## src/rtl/fetch_queue_pkg.sv

```systemverilog
// Shared CPU definitions used by the fetch queue and its users.
package fetch_queue_pkg;

  // Instruction presented to decode when no fetched entry is available.
  localparam logic [31:0] NOP_INSTR = 32'h0000_0000;

  // One fetched instruction together with the PC it was fetched from.
  typedef struct packed {
    logic [31:0] instr;
    logic [31:0] pc;
  } fetch_entry_t;

  // Queue depth must be a power of two (pointers wrap by overflow) and >= 2.
  function automatic bit depth_ok(input int depth);
    return (depth >= 2) && ((depth & (depth - 1)) == 0);
  endfunction

endpackage

```

## src/rtl/fetch_queue_fq_ptr.sv

```systemverilog
// Wrapping pointer counter for the fetch queue read and write pointers.
module fq_ptr #(
  parameter int DEPTH = 4
) (
  input  logic                     clk,
  input  logic                     rst,
  input  logic                     clr,
  input  logic                     inc,
  output logic [$clog2(DEPTH)-1:0] ptr
);

  localparam int PTR_W = $clog2(DEPTH);

  // Advance on inc. DEPTH is a power of two, so the natural overflow
  // wraps DEPTH-1 back to 0.
  // NOTE: sequential state is assigned with <= so every flop samples
  // pre-edge values, whatever the statement order.
  always_ff @(posedge clk) begin
    if (rst || clr) ptr <= '0;
    else if (inc)   ptr <= ptr + PTR_W'(1);
  end

endmodule

```

## src/rtl/fetch_queue.sv

```systemverilog
// DEPTH-entry first-word-fall-through buffer between the IF and ID stages.
module fetch_queue
  import fetch_queue_pkg::*;
#(
  parameter int                 DATA_W = 32,
  parameter int                 ADDR_W = 32,
  parameter int                 DEPTH  = 4,
  parameter logic [DATA_W-1:0]  NOP    = DATA_W'(NOP_INSTR)
) (
  input  logic                       clk,
  input  logic                       rst,
  input  logic                       f_valid,
  input  logic [DATA_W-1:0]          f_instr,
  input  logic [ADDR_W-1:0]          f_pc,
  output logic                       f_ready,
  output logic                       d_valid,
  output logic [DATA_W-1:0]          d_instr,
  output logic [ADDR_W-1:0]          d_pc,
  input  logic                       d_ready,
  input  logic                       flush,
  output logic [$clog2(DEPTH):0]     count,
  output logic                       err
);

  localparam int PTR_W = $clog2(DEPTH);
  localparam int CNT_W = PTR_W + 1;
  localparam int ENT_W = DATA_W + ADDR_W;

  if (!depth_ok(DEPTH)) begin : g_bad_depth
    $error("fetch_queue: DEPTH must be a power of two and >= 2");
  end

  logic [ENT_W-1:0] mem [DEPTH];
  logic [PTR_W-1:0] rd_ptr;
  logic [PTR_W-1:0] wr_ptr;
  logic             push;
  logic             pop;

  // Handshake flags depend only on occupancy; flush cancels both transfers.
  assign f_ready = (count != CNT_W'(DEPTH));
  assign d_valid = (count != '0);
  assign push    = f_valid && f_ready && !flush;
  assign pop     = d_valid && d_ready && !flush;

  fq_ptr #(.DEPTH(DEPTH)) u_rd_ptr (
    .clk (clk),
    .rst (rst),
    .clr (flush),
    .inc (pop),
    .ptr (rd_ptr)
  );

  fq_ptr #(.DEPTH(DEPTH)) u_wr_ptr (
    .clk (clk),
    .rst (rst),
    .clr (flush),
    .inc (push),
    .ptr (wr_ptr)
  );

  // Write the offered entry into the slot at the write pointer.
  // NOTE: the storage array has no reset; occupancy alone says which slots
  // are live, and leaving it out keeps the array as plain enable flops.
  always_ff @(posedge clk) begin
    if (push) mem[wr_ptr] <= {f_instr, f_pc};
  end

  // Occupancy: simultaneous push and pop leave it unchanged.
  always_ff @(posedge clk) begin
    if (rst || flush) begin
      count <= '0;
    end else begin
      case ({push, pop})
        2'b10:   count <= count + CNT_W'(1);
        2'b01:   count <= count - CNT_W'(1);
        default: count <= count;
      endcase
    end
  end

  // Sticky overflow flag: fetch offered an entry the queue could not take.
  always_ff @(posedge clk) begin
    if (rst)                             err <= 1'b0;
    else if (f_valid && !f_ready && !flush) err <= 1'b1;
  end

  // Head of queue falls through to decode; a bubble when empty.
  // NOTE: every output of this block gets a default first, so no path
  // leaves one unassigned and no latch is inferred.
  always_comb begin
    d_instr = NOP;
    d_pc    = '0;
    if (d_valid) begin
      d_instr = mem[rd_ptr][ENT_W-1:ADDR_W];
      d_pc    = mem[rd_ptr][ADDR_W-1:0];
    end
  end

endmodule

```

## config.mk

```make
export PLATFORM = sky130hd
export DESIGN_NAME = fetch_queue
export DESIGN_NICKNAME = d
export VERILOG_FILES = /design/src/rtl/fetch_queue_pkg.sv /design/src/rtl/fetch_queue_fq_ptr.sv /design/src/rtl/fetch_queue.sv
export SDC_FILE = /design/constraint.sdc
export NUM_CORES = 1
export LEC_CHECK = 0
export BUFFER_PORTS_ARGS = -buffer_cell sky130_fd_sc_hd__buf_2
export CORE_ASPECT_RATIO = 0.8
export CORE_UTILIZATION = 60
export DETAILED_ROUTE_END_ITERATION = 10
export GPL_TIMING_DRIVEN = 0
export PLACE_DENSITY = 0.94
export SLEW_MARGIN = 20
export SYNTH_ARGS = -nofsm -noshare
export SYNTH_HDL_FRONTEND = slang
export SYNTH_SLANG_ARGS = --single-unit
```

## constraint.sdc

```tcl
create_clock -name clk -period 5.7 [get_ports clk]
set_clock_uncertainty 0.15 [all_clocks]
set_input_delay 0.285 -clock clk [delete_from_list [all_inputs] [get_ports clk]]
set_output_delay 0.285 -clock clk [all_outputs]
set_load 0.02 [all_outputs]
```

==> results of run 1 <==
registers in the layout, summed over array words and instances, names as in the netlist, named ones only:
register and flops:
mem 256, count 3, u_rd_ptr.ptr 2, u_wr_ptr.ptr 2, err 1
where the power goes:
part | internal (mW) | leakage, nW | switching, mW
Sequential | 2.17 | 2.41 | 0.00791
Combinational | 0.0972 | 1.70 | 0.101
Clock | 0.981 | 0.399 | 0.660
kinds of logic (layout without fill, tap and decap cells):
logic type,count (synthesis),count (layout),synth area share
mux,64,64,0.1421
buf+inv,29,282,0.02173
flops,266,266,0.7694
compound gates,9,9,0.005248
xor+xnor,4,4,0.003417
simple gates,86,86,0.05004
fa+ha+maj,6,6,0.008056
through the flow:
| stage | std cells | hold slack [ps] |
|---|---|---|
| finish | 937 | 24.68 |
| global route | 937 | 52.75 |
| CTS | 937 | 9.273 |
| detailed placement | 826 | 329.4 |
| global placement | 822 | 306.4 |
| floorplan | 464 | 207.4 |
cell usage after synthesis, types with 2 or more instances:
cell type,n
ha_1,5
buf_2,6
a21oi_1,4
nor2_1,10
mux4_1,4
dfxtp_1,10
o21ai_0,2
o31ai_1,2
xor2_1,4
and3_1,4
mux4_2,60
buf_12,6
edfxtp_1,256
and2_1,64
or3_1,2
inv_1,7
clkbuf_1,8
final timing paths:
| path | to | slack [ps] | cells past startpoint |
|---|---|---|---|
| setup / recovery | d_instr[20] | 2820 | 5 |
| hold / removal | flip-flop | 20 | 4 |
| setup reg to reg | count[2] | 3080 | 9 |
| hold reg to reg | err | 350 | 2 |
critical path: cells and delay by family (launching register included):
family	cells	cell delay (ps)
buf+inv	3	1070
simple gates	2	400
flops	1	470
layer usage:
| metal | track usage | share of wire |
|---|---|---|
| met1 | 0.3026 | 0.39 |
| met2 | 0.4155 | 0.52 |
| met3 | 0.04636 | 0.064 |
| met4 | 0.05928 | 0.018 |
| met5 | 0 | 0.00065 |
layout by cell type (no fill, tap or decap), drive strengths merged, types with 2 or more instances in the layout:
master	instances
and2	64
clkinv	12
ha	5
buf	155
or3	2
inv	7
xor2	4
clkbuf	37
edfxtp	256
dlygate4sd3	66
dfxtp	10
a21oi	4
o31ai	2
nor2	10
o21ai	2
bufinv	4
mux4	64
and3	4
layout make-up:
type,count,area [sq um]
plain buffers,22,196.4
clock buffers,28,636.9
clock inverters,17,178.9
fillers,885,3812
inverters,7,26.28
multi-input cells,169,2161
flip-flops and latches,266,7888
well taps,220,275.3
repair buffers,208,1431
==> summary.txt, run 1 <==
Timing
  – Fin. max-slew vios: 0
  – TNS Setup: 0 ps
  – Fmax: about 0.35 GHz
  – Relative slew margins: 0.5864
  – Tmin final: 2883 ps
  – Slew @ Worst Pin: approximately 620 ps
  – Final setup violating endpoints: 0
  – Final cycle utilization of the critical path: 0.5059
  – RSZ-0062 raised after global routing: no
  – Final setup margin: approximately 2800 ps
  – Final Hold Fails: 0

Floorplan
  – CORE AREA: roughly 17000 sq um
  – Die ar.: about 18000 sq um
  – IO Count: ~140
  – Die X: between 100 and 150 microns
  – Die height: 118.9 microns
  – Cell row count: 42
  – Starting Density: 0.6173

Yosys
  – Register bit total from synthesis: between 200 and 300
  – Avg Cell Area, Syn: between 20 and 25 sq um
  – Synth top area share: 0.7499
  – Synth top area cells: edfxtp_1, mux4_2, and2_1
  – Cell variety after synth: 27
  – Gate Count Post-Synth: 464
  – Synthesis Warnings: 0
  – Mapped cell area: between 10000 and 15000 sq um
  – Synth area leader: edfxtp_1
  – Post-synth EDFFs: around 260
  – Sequential element share of the synthesized area: 0.7694
  – Top_reg_cell synth: edfxtp_1
  – Asr flop ratio synth: 0
  – Synthesized Nets: ~540

Placement
  – Place WS: ~3200 ps
  – Final RePlAce weighted congestion: approximately 0.73
  – DP Wirelength: 11840 microns
  – PortBufs: approximately 140
  – DP Area: ~11000 sq um

Finish
  – Final core utilization: 0.7704
  – Area added between synthesis and finish: 24.80%
  – Antenna fix cells: 0
  – Layout cells sized above 1: 0.3570
  – Final #Nets: a little under 800
  – Post-route cell area: 12790 sq um

Worst setup path
  – Crit Reg-Reg Startpoint: count[2]
  – CP Cell Sequence: or3_1, clkbuf_1, clkbuf_1, and2_1, buf_2
  – Critical Path Source: count[1]
  – Most common cell on crit path: clkbuf_1
  – Critical Path Fanout Max: 10
  – Critical Path AT: 2450 ps
  – Critical Path End Type: output pin
  – CP peak stage delay: slightly below 500 ps
  – Slowest CP cell: clkbuf_1
  – WP data required: about 5300 ps
  – CP startpoint kind: flip-flop
  – Crit Path Category: reg2out

GRT
  – Global-route wire length before repair: 30990 microns
  – Initial antenna violation count: 1
  – Vias in the first global route: around 5700
  – Remaining Overflow, GRT: 0
  – Largest net degree at the start of global routing: 40
  – GRT Total Usage: 0.2358

Clock network
  – Worst-Skew Late Latency: 500 ps
  – Longest Clk Path Bufs: 3
  – Clock-pin slew on the worst setup and hold paths: approximately 60 ps
  – CTS tree: built
  – H-tree depth: 1
  – # clock sinks: roughly 270
  – Hold Buf Count CTS: between 60 and 70
  – Root Driver: clkbuf_16
  – Setup Buffers After CTS: 0
  – Post-CTS Resized: 0
  – CTS Buf Count: 25

Route
  – Drc violations: 0
  – Detailed Routing Iterations Pass 1: 5
  – Routed vias: ~5300
  – Post-route ant nets: 0
  – Drt via density: about 5.6
  – Routed WL per cell: roughly 21 microns
  – Total wire length: 19860 microns
  – 1st-iter DRT viols: 308

Power
  – Max rail drop VDD: about 0.25 mV
  – Leak: 4.507 nW
  – PwrDens: roughly 310 nW/um^2
  – Pwr Total: approximately 4 mW

Min path
  – Hold Path Class: in2reg
  – Hold path start: d_ready

Flow run
  – Max_cap viols: 0

Run status
  – Status: finished clean
(Power assumes the default switching activity.)
==> run 2: changes to the inputs <==
--- a/config.mk
+++ b/config.mk
@@ -7,10 +7,10 @@
 export LEC_CHECK = 0
 export BUFFER_PORTS_ARGS = -buffer_cell sky130_fd_sc_hd__buf_2
 export CORE_ASPECT_RATIO = 0.8
-export CORE_UTILIZATION = 60
+export CORE_UTILIZATION = 57
 export DETAILED_ROUTE_END_ITERATION = 10
 export GPL_TIMING_DRIVEN = 0
-export PLACE_DENSITY = 0.94
+export PLACE_DENSITY = 0.9
 export SLEW_MARGIN = 20
 export SYNTH_ARGS = -nofsm -noshare
 export SYNTH_HDL_FRONTEND = slang
==> constraint.sdc (replaced) <==
create_clock -name clk -period 2.8 [get_ports clk]
set_clock_uncertainty 0.15 [all_clocks]
set_input_delay 0.14 -clock clk [delete_from_list [all_inputs] [get_ports clk]]
set_output_delay 0.14 -clock clk [all_outputs]
set_load 0.02 [all_outputs]
==> run 2 against run 1 <==
Effect of this change:
- the flow now finishes with violations (DRC)
- critical endpoint is now u_wr_ptr.ptr[1]
- largest power group unchanged
- cell count up 0.75%
- first-iteration DRC count rose by 39%
- die area rose by 5.2%
- total power is 100% higher
- routed wire length rose by 1.9%
- flip-flop and latch count is the same
- non-clock buffer count up 4
==> summary.txt, run 2 (synthesized netlist as in run 1, its figures left out) <==
Run status
  – Status: complete, but fails checks (was finished clean)
  – Failing checks: DRC

Finish
  – Commonest non-fill, non-tap cell in the layout: edfxtp_1 (unchanged)
  – Max reg flops: 256 (unchanged)
  – Antenna fix cells: 0 (unchanged)
  – Register with the most flip-flops: mem (unchanged)
  – Area added between synthesis and finish: 24.90% (was 24.80%)
  – Post-route insts no fill: 944 (was 937)
  – Layout cells sized above 1: 0.3477 (was 0.3570)
  – Final #Nets: 778 (was 774)
  – Final core utilization: 0.7322 (was 0.7704)
  – Biggest regs: mem x256, count x3 (unchanged)
  – Commonest non-fill, non-tap cells in the layout: edfxtp_1, buf_2, dlygate4sd3_1 (unchanged)

GRT
  – GRT Total Usage: 0.2281 (was 0.2358)
  – Global-route wire length before repair: 31480 microns (was 30990 microns)
  – Remaining Overflow, GRT: 0 (unchanged)
  – Initial antenna violation count: 0 (was 1)
  – Vias in the first global route: 5775 (was 5746)
  – Largest net degree at the start of global routing: 40 (unchanged)

Placement
  – PortBufs: 138 (unchanged)
  – DP Wirelength: 11760 microns (was 11840 microns)
  – Final RePlAce weighted congestion: 0.7920 (was 0.7340)
  – Post-placement cell count: 831 (was 826)
  – Place WS: 248.4 ps (was 3151 ps)

Worst setup path
  – Crit-path leading delay family: buffers and inverters (unchanged)
  – Critical Path AT: 2970 ps (was 2450 ps)
  – CP peak stage delay: 580 ps (was 490 ps)
  – CP startpoint kind: flip-flop (unchanged)
  – WP data required: 3030 ps (was 5270 ps)
  – Slowest CP cell: dlygate4sd3_1 (was clkbuf_1)
  – CP Cell Sequence: nor3b_1, inv_1, nand4_1, dlygate4sd3_1, o31ai_1, dlygate4sd3_1 (was or3_1, clkbuf_1, clkbuf_1, and2_1, buf_2)
  – Crit Path Category: reg2reg (was reg2out)
  – Critical Path Fanout Max: 7 (was 10)
  – CP bufs+invs: 3 (unchanged)
  – Critical Path End Type: flip-flop (was output pin)
  – Most common cell on crit path: dlygate4sd3_1 (was clkbuf_1)

Floorplan
  – CORE AREA: 17490 sq um (was 16610 sq um)
  – IO Count: 139 (unchanged)
  – Die X: 151.9 microns (was 148.1 microns)
  – Die height: 121.9 microns (was 118.9 microns)
  – Cell row count: 43 (was 42)
  – Die ar.: 18530 sq um (was 17620 sq um)
  – Starting Density: 0.5863 (was 0.6173)

Min path
  – Hold Path Class: in2reg (unchanged)

Route
  – Drc violations: 22 (was 0)
  – 1st-iter DRT viols: 429 (was 308)
  – Detailed Routing Iterations Pass 1: 8 (was 5)
  – Routed WL per cell: 21.44 microns (was 21.19 microns)
  – Drt via density: 5.622 (was 5.603)
  – Routed vias: 5307 (was 5250)
  – Total wire length: 20240 microns (was 19860 microns)
  – Post-route ant nets: 0 (unchanged)

Power
  – Switching share of power: 0.1929 (was 0.1912)
  – Leak: 4.503 nW (was 4.507 nW)
  – Max rail drop VDD: 0.5196 mV (was 0.2468 mV)
  – Sequential power share: 0.547 (was 0.542)
  – Internal: 6.540 mW (was 3.249 mW)
  – Gate power share: 0.050 (was 0.049)
  – Clock power share: 0.402 (was 0.408)
  – PwrDens: 632.9 nW/um^2 (was 314.0 nW/um^2)
  – Pwr Total: 8.103 mW (was 4.018 mW)
  – Switching Power: 1.563 mW (was 768.1 uW)

Timing
  – Tmin final: 2740 ps
  – Final setup violating endpoints: 0 (unchanged)
  – Fmax: between 0.3 and 0.4 GHz
  – Fin. max-slew vios: 0 (unchanged)
  – Slew @ Worst Pin: 653.6 ps (was 620.4 ps)
  – Final hold slack: 231.7 ps (was 24.68 ps)
  – Relative slew margins: 0.5643 (was 0.5864)
  – RSZ-0062 raised after global routing: yes (was no)
  – Final Hold Fails: 0 (unchanged)
  – Final cycle utilization of the critical path: 0.9787
  – Final setup margin: 59.72 ps (was 2817 ps)

Flow run
  – Max_cap viols: 0 (unchanged)

Clock network
  – Longest Clk Path Bufs: 3 (unchanged)
  – CTS Buf Count: 25 (unchanged)
  – H-tree depth: 1 (unchanged)
  – CTS tree: built (unchanged)
  – Setup Buffers After CTS: 0 (unchanged)
  – Post-CTS Resized: 0 (unchanged)
  – Worst-Skew Late Latency: 500 ps (about the same)
  – Clock-pin slew on the worst setup and hold paths: 60 ps (about the same)
  – # clock sinks: 266 (unchanged)
  – Root Driver: clkbuf_16 (unchanged)
[run 2: changes by cell type in the layout (fill, tap and decap cells not counted)]
cell	before	now
clkinvlp_4	1	0
clkbuf_1	11	18
bufinv_16	4	3
clkinv_2	5	1
clkinv_1	7	3
dlygate4sd3_1	66	71
[run 2: what timing repair did]
| item | 4_1_cts | 5_1_grt |
|---|---|---|
| pin swaps | 0 | 0 |
| hold buffers | 71 | 0 |
| setup endpoints to repair | 14 | 2 |
| hold endpoints to repair | 263 | 0 |
[run 2: worst paths after layout]
path	depth (start not counted)	slack (ps)	end	start
setup / recovery	6	60	u_wr_ptr.ptr[1]	count[2]
setup reg to reg	6	60	u_wr_ptr.ptr[1]	count[2]
hold reg to reg	2	390	u_rd_ptr.ptr[1]	u_rd_ptr.ptr[1]
hold / removal	2	230	mem[1][3]	f_pc[3]
[run 2: final cells by class]
type                    instances  area, sq um
flip-flops and latches        266         7888
fillers                       992         4682
multi-input cells             169         2161
repair buffers                213         1481
clock buffers                  36        666.9
well taps                     225        281.5
plain buffers                  21        192.7
clock inverters                 7        106.4
inverters                       7        26.28
[run 2: power by group through the flow]
stage | Sequential, mW | Clock (mW) | Combinational [mW]
floorplan | 4.52 | 0 | 0.168
global placement | 4.52 | 0 | 0.299
detailed placement | 4.52 | 0 | 0.326
CTS | 4.44 | 3.28 | 0.403
global route | 4.44 | 3.44 | 0.437
finish | 4.44 | 3.26 | 0.407
[run 2: through the flow]
step	cell area, sq um	setup TNS, ps
final	12800	0
after global routing	12800	-18.10
after CTS	12800	0
after detailed placement	11320	0
after global placement	11230	0
after floorplan	10260	0
[run 2: layer usage]
metal | track usage | vias up | routed length (microns) | part of all wire
li1 | - | 2351 | - | -
met1 | 0.2888 | 2739 | 8152 | 0.40
met2 | 0.4086 | 182 | 10540 | 0.52
met3 | 0.04554 | 35 | 1195 | 0.059
met4 | 0.06186 | 0 | 352 | 0.017
met5 | 0 | - | 0 | 0
==> run 3: changes to the inputs <==
--- a/config.mk
+++ b/config.mk
@@ -7,10 +7,11 @@
 export LEC_CHECK = 0
 export BUFFER_PORTS_ARGS = -buffer_cell sky130_fd_sc_hd__buf_2
 export CORE_ASPECT_RATIO = 0.8
-export CORE_UTILIZATION = 57
+export CORE_UTILIZATION = 59
+export CTS_BUF_LIST = sky130_fd_sc_hd__clkbuf_4
 export DETAILED_ROUTE_END_ITERATION = 10
 export GPL_TIMING_DRIVEN = 0
-export PLACE_DENSITY = 0.9
+export PLACE_DENSITY = 0.92
 export SLEW_MARGIN = 20
 export SYNTH_ARGS = -nofsm -noshare
 export SYNTH_HDL_FRONTEND = slang
==> run 3 against run 2 <==
Effect of this change:
- the flow now finishes without violations
- first-iteration DRC count is 28% lower
- non-clock buffer count rose by 8
- total power shrank 4.9%
- sequential share of layout area decreased by 0.22 points
- sequential power barely moved
- combinational power rose by 3%
- worst hold slack worse by 170 ps
- global-route usage grew 1.2 points
- cell area is 0.36% higher
- count of clock-buffer cells in the layout is 48 higher
- cell count grew 6.3%
- setup slack improved by 140 ps
- highest routed layer unchanged
==> summary.txt, run 3 (synthesized netlist as in run 1, its figures left out) <==
Run status
  – Status: finished clean (was complete, but fails checks)

Route
  – Uppermost layer routed: met4 (unchanged)
  – Drt via density: 5.531 (was 5.622)
  – Detailed Routing Iterations Pass 1: 5 (was 8)
  – Post-route ant nets: 0 (unchanged)
  – Met1 wire length: 7963 microns (was 8152 microns)
  – Total wire length: 20770 microns (was 20240 microns)
  – Met2 Wirelength: 10970 microns (was 10540 microns)
  – 1st-iter DRT viols: 307 (was 429)
  – Routed WL per cell: 20.71 microns (was 21.44 microns)
  – Drc violations: 0 (was 22)
  – Metal3 WL: 1488 microns (was 1195 microns)
  – Routed vias: 5548 (was 5307)

GRT
  – Largest net degree at the start of global routing: 43 (was 40)
  – Global-route wire length before repair: 31540 microns (was 31480 microns)
  – Vias in the first global route: 6049 (was 5775)
  – Remaining Overflow, GRT: 0 (unchanged)
  – GRT Total Usage: 0.2396 (was 0.2281)
  – Initial antenna violation count: 0 (unchanged)

Placement
  – PortBufs: 138 (unchanged)
  – DP Wirelength: 11570 microns (was 11760 microns)
  – DP Area: 11340 sq um (was 11320 sq um)
  – Final RePlAce weighted congestion: 0.7367 (was 0.7920)

Timing
  – Fmax: 0.3853 GHz (was 0.3649 GHz)
  – Final cycle utilization of the critical path: 0.9270 (was 0.9787)
  – TNS Setup: 0 ps (unchanged)
  – RSZ-0062 raised after global routing: no (was yes)
  – Slew @ Worst Pin: 514.9 ps (was 653.6 ps)
  – Final Hold Fails: 0 (unchanged)
  – Final setup violating endpoints: 0 (unchanged)
  – Tmin final: 2596 ps (was 2740 ps)
  – Fin. max-slew vios: 0 (unchanged)
  – Relative slew margins: 0.6560 (was 0.5643)

Worst setup path
  – CP startpoint kind: flip-flop (unchanged)
  – CP Cell Sequence: clkbuf_2, buf_2, mux4_2, and2_1, buf_2 (was nor3b_1, inv_1, nand4_1, dlygate4sd3_1, o31ai_1, dlygate4sd3_1)
  – CP bufs+invs: 3 (unchanged)
  – WP data required: 2510 ps (was 3030 ps)
  – Most common cell on crit path: buf_2 (was dlygate4sd3_1)
  – Critical Path AT: 2310 ps (was 2970 ps)
  – Crit Path Category: reg2out (was reg2reg)
  – CP peak stage delay: 370 ps (was 580 ps)
  – Critical Path End Type: output pin (was flip-flop)
  – Critical Path Fanout Max: 10 (was 7)
  – Crit-path leading delay family: buffers and inverters (unchanged)
  – Slowest CP cell: mux4_2 (was dlygate4sd3_1)

Flow run
  – Max_cap viols: 0 (unchanged)

Power
  – PwrDens: 599.8 nW/um^2 (was 632.9 nW/um^2)
  – Leak: 4.599 nW (was 4.503 nW)
  – Max rail drop VDD: 0.5297 mV (was 0.5196 mV)

Clock network
  – CTS Buf Count: 60 (was 25)
  – Root Driver: clkbuf_4 (was clkbuf_16)
  – Setup Buffers After CTS: 0 (unchanged)
  – # clock sinks: 266 (unchanged)
  – Clock-pin slew on the worst setup and hold paths: 80 ps (was 60 ps)
  – CTS tree: built (unchanged)
  – Longest Clk Path Bufs: 3 (unchanged)
  – Worst-Skew Late Latency: 680 ps (was 500 ps)
  – H-tree depth: 2 (was 1)

Floorplan
  – CORE AREA: 16760 sq um (was 17490 sq um)
  – Die height: 119.9 microns (was 121.9 microns)
  – IO Count: 139 (unchanged)
  – Cell row count: 42 (was 43)
  – Die ar.: 17910 sq um (was 18530 sq um)
  – Starting Density: 0.6115 (was 0.5863)
  – Die X: 149.4 microns (was 151.9 microns)

Finish
  – Commonest non-fill, non-tap cells in the layout: edfxtp_1, buf_2, clkbuf_4 (was edfxtp_1, buf_2, dlygate4sd3_1)
  – Commonest non-fill, non-tap cell in the layout: edfxtp_1 (unchanged)
  – Final #Nets: 821 (was 778)
  – Post-route cell area: 12850 sq um (was 12800 sq um)
  – Antenna fix cells: 0 (unchanged)
  – Register with the most flip-flops: mem (unchanged)
  – Max reg flops: 256 (unchanged)
  – Biggest regs: mem x256, count x3 (unchanged)
  – Area added between synthesis and finish: 25.35% (was 24.90%)
  – Layout cells sized above 1: 0.3934 (was 0.3477)

Min path
  – Hold Path Class: in2reg (unchanged)
==> run 3: cell count changes in the layout (fill, tap and decap cells not counted), moves of 2 or more <==
cell and delta:
clkbuf_4 +84, clkbuf_16 -25, clkbuf_1 -11, clkinv_1 +11, dlygate4sd3_1 +8, buf_12 -3
buf_16 +3, bufinv_16 -2
==> run 3: worst reg2reg max path, cell delays in order, from the launching register on <==
cell and delay, ps:
dfxtp_1 460, nor3b_2 360, inv_1 200, nand4_1 120, dlygate4sd3_1 540, o31ai_1 60
dlygate4sd3_1 550
==> run 3: where the power goes <==
group / switching (mW) / internal [mW]
logic: 0.210 / 0.208
clock network: 1.40 / 1.46
registers: 0.0154 / 4.42
==> run 3: layer usage <==
layer	GRT usage	vias up
li1	-	2481
met1	0.2792	2800
met2	0.4207	236
met3	0.06958	31
met4	0.08737	0
met5	0	-
==> run 3: layout make-up <==
type	count	area [sq um]
flip-flops and latches	266	7888
fillers	891	3914
multi-input cells	169	2171
repair buffers	221	1584
clock buffers	84	630.6
well taps	220	275.3
plain buffers	21	192.7
clock inverters	15	82.58
inverters	7	26.28
==> run 3: stage by stage <==
| stage | hold slack (ps) | power [mW] | std cells | worst slack (ps) | utilization |
|---|---|---|---|---|---|
| 3_5_place_dp | 185.7 | 4.846 | 826 | 177.7 | 0.6764 |
| 4_1_cts | 3.106 | 7.742 | 1001 | 58.23 | 0.7647 |
| 5_1_grt | 10.19 | 7.997 | 1003 | 63.97 | 0.7665 |
| 2_1_floorplan | 62.38 | 4.685 | 464 | 437.7 | - |
| 6_report | 56.94 | 7.707 | 1003 | 204.4 | 0.7665 |
| 3_3_place_gp | 181.9 | 4.816 | 822 | 151.5 | 0.6694 |
==> run 3: worst paths after layout <==
check             startpoint         endpoint  depth (start not counted)  slack, ps
min              f_instr[17]       mem[2][49]                          2         60
max reg2reg         count[2]  u_wr_ptr.ptr[1]                          6        250
min reg2reg  u_rd_ptr.ptr[0]  u_rd_ptr.ptr[0]                          2        400
max                flip-flop      d_instr[25]                          5        200
==> run 3: repair_timing <==
action | in CTS | in global routing
endpoints found under the setup margin | 46 | 55
resized for setup | 0 | 2
hold buffers | 77 | 2
cloned | 0 | 0
pin swaps | 0 | 0
hold endpoints to repair | 266 | 5
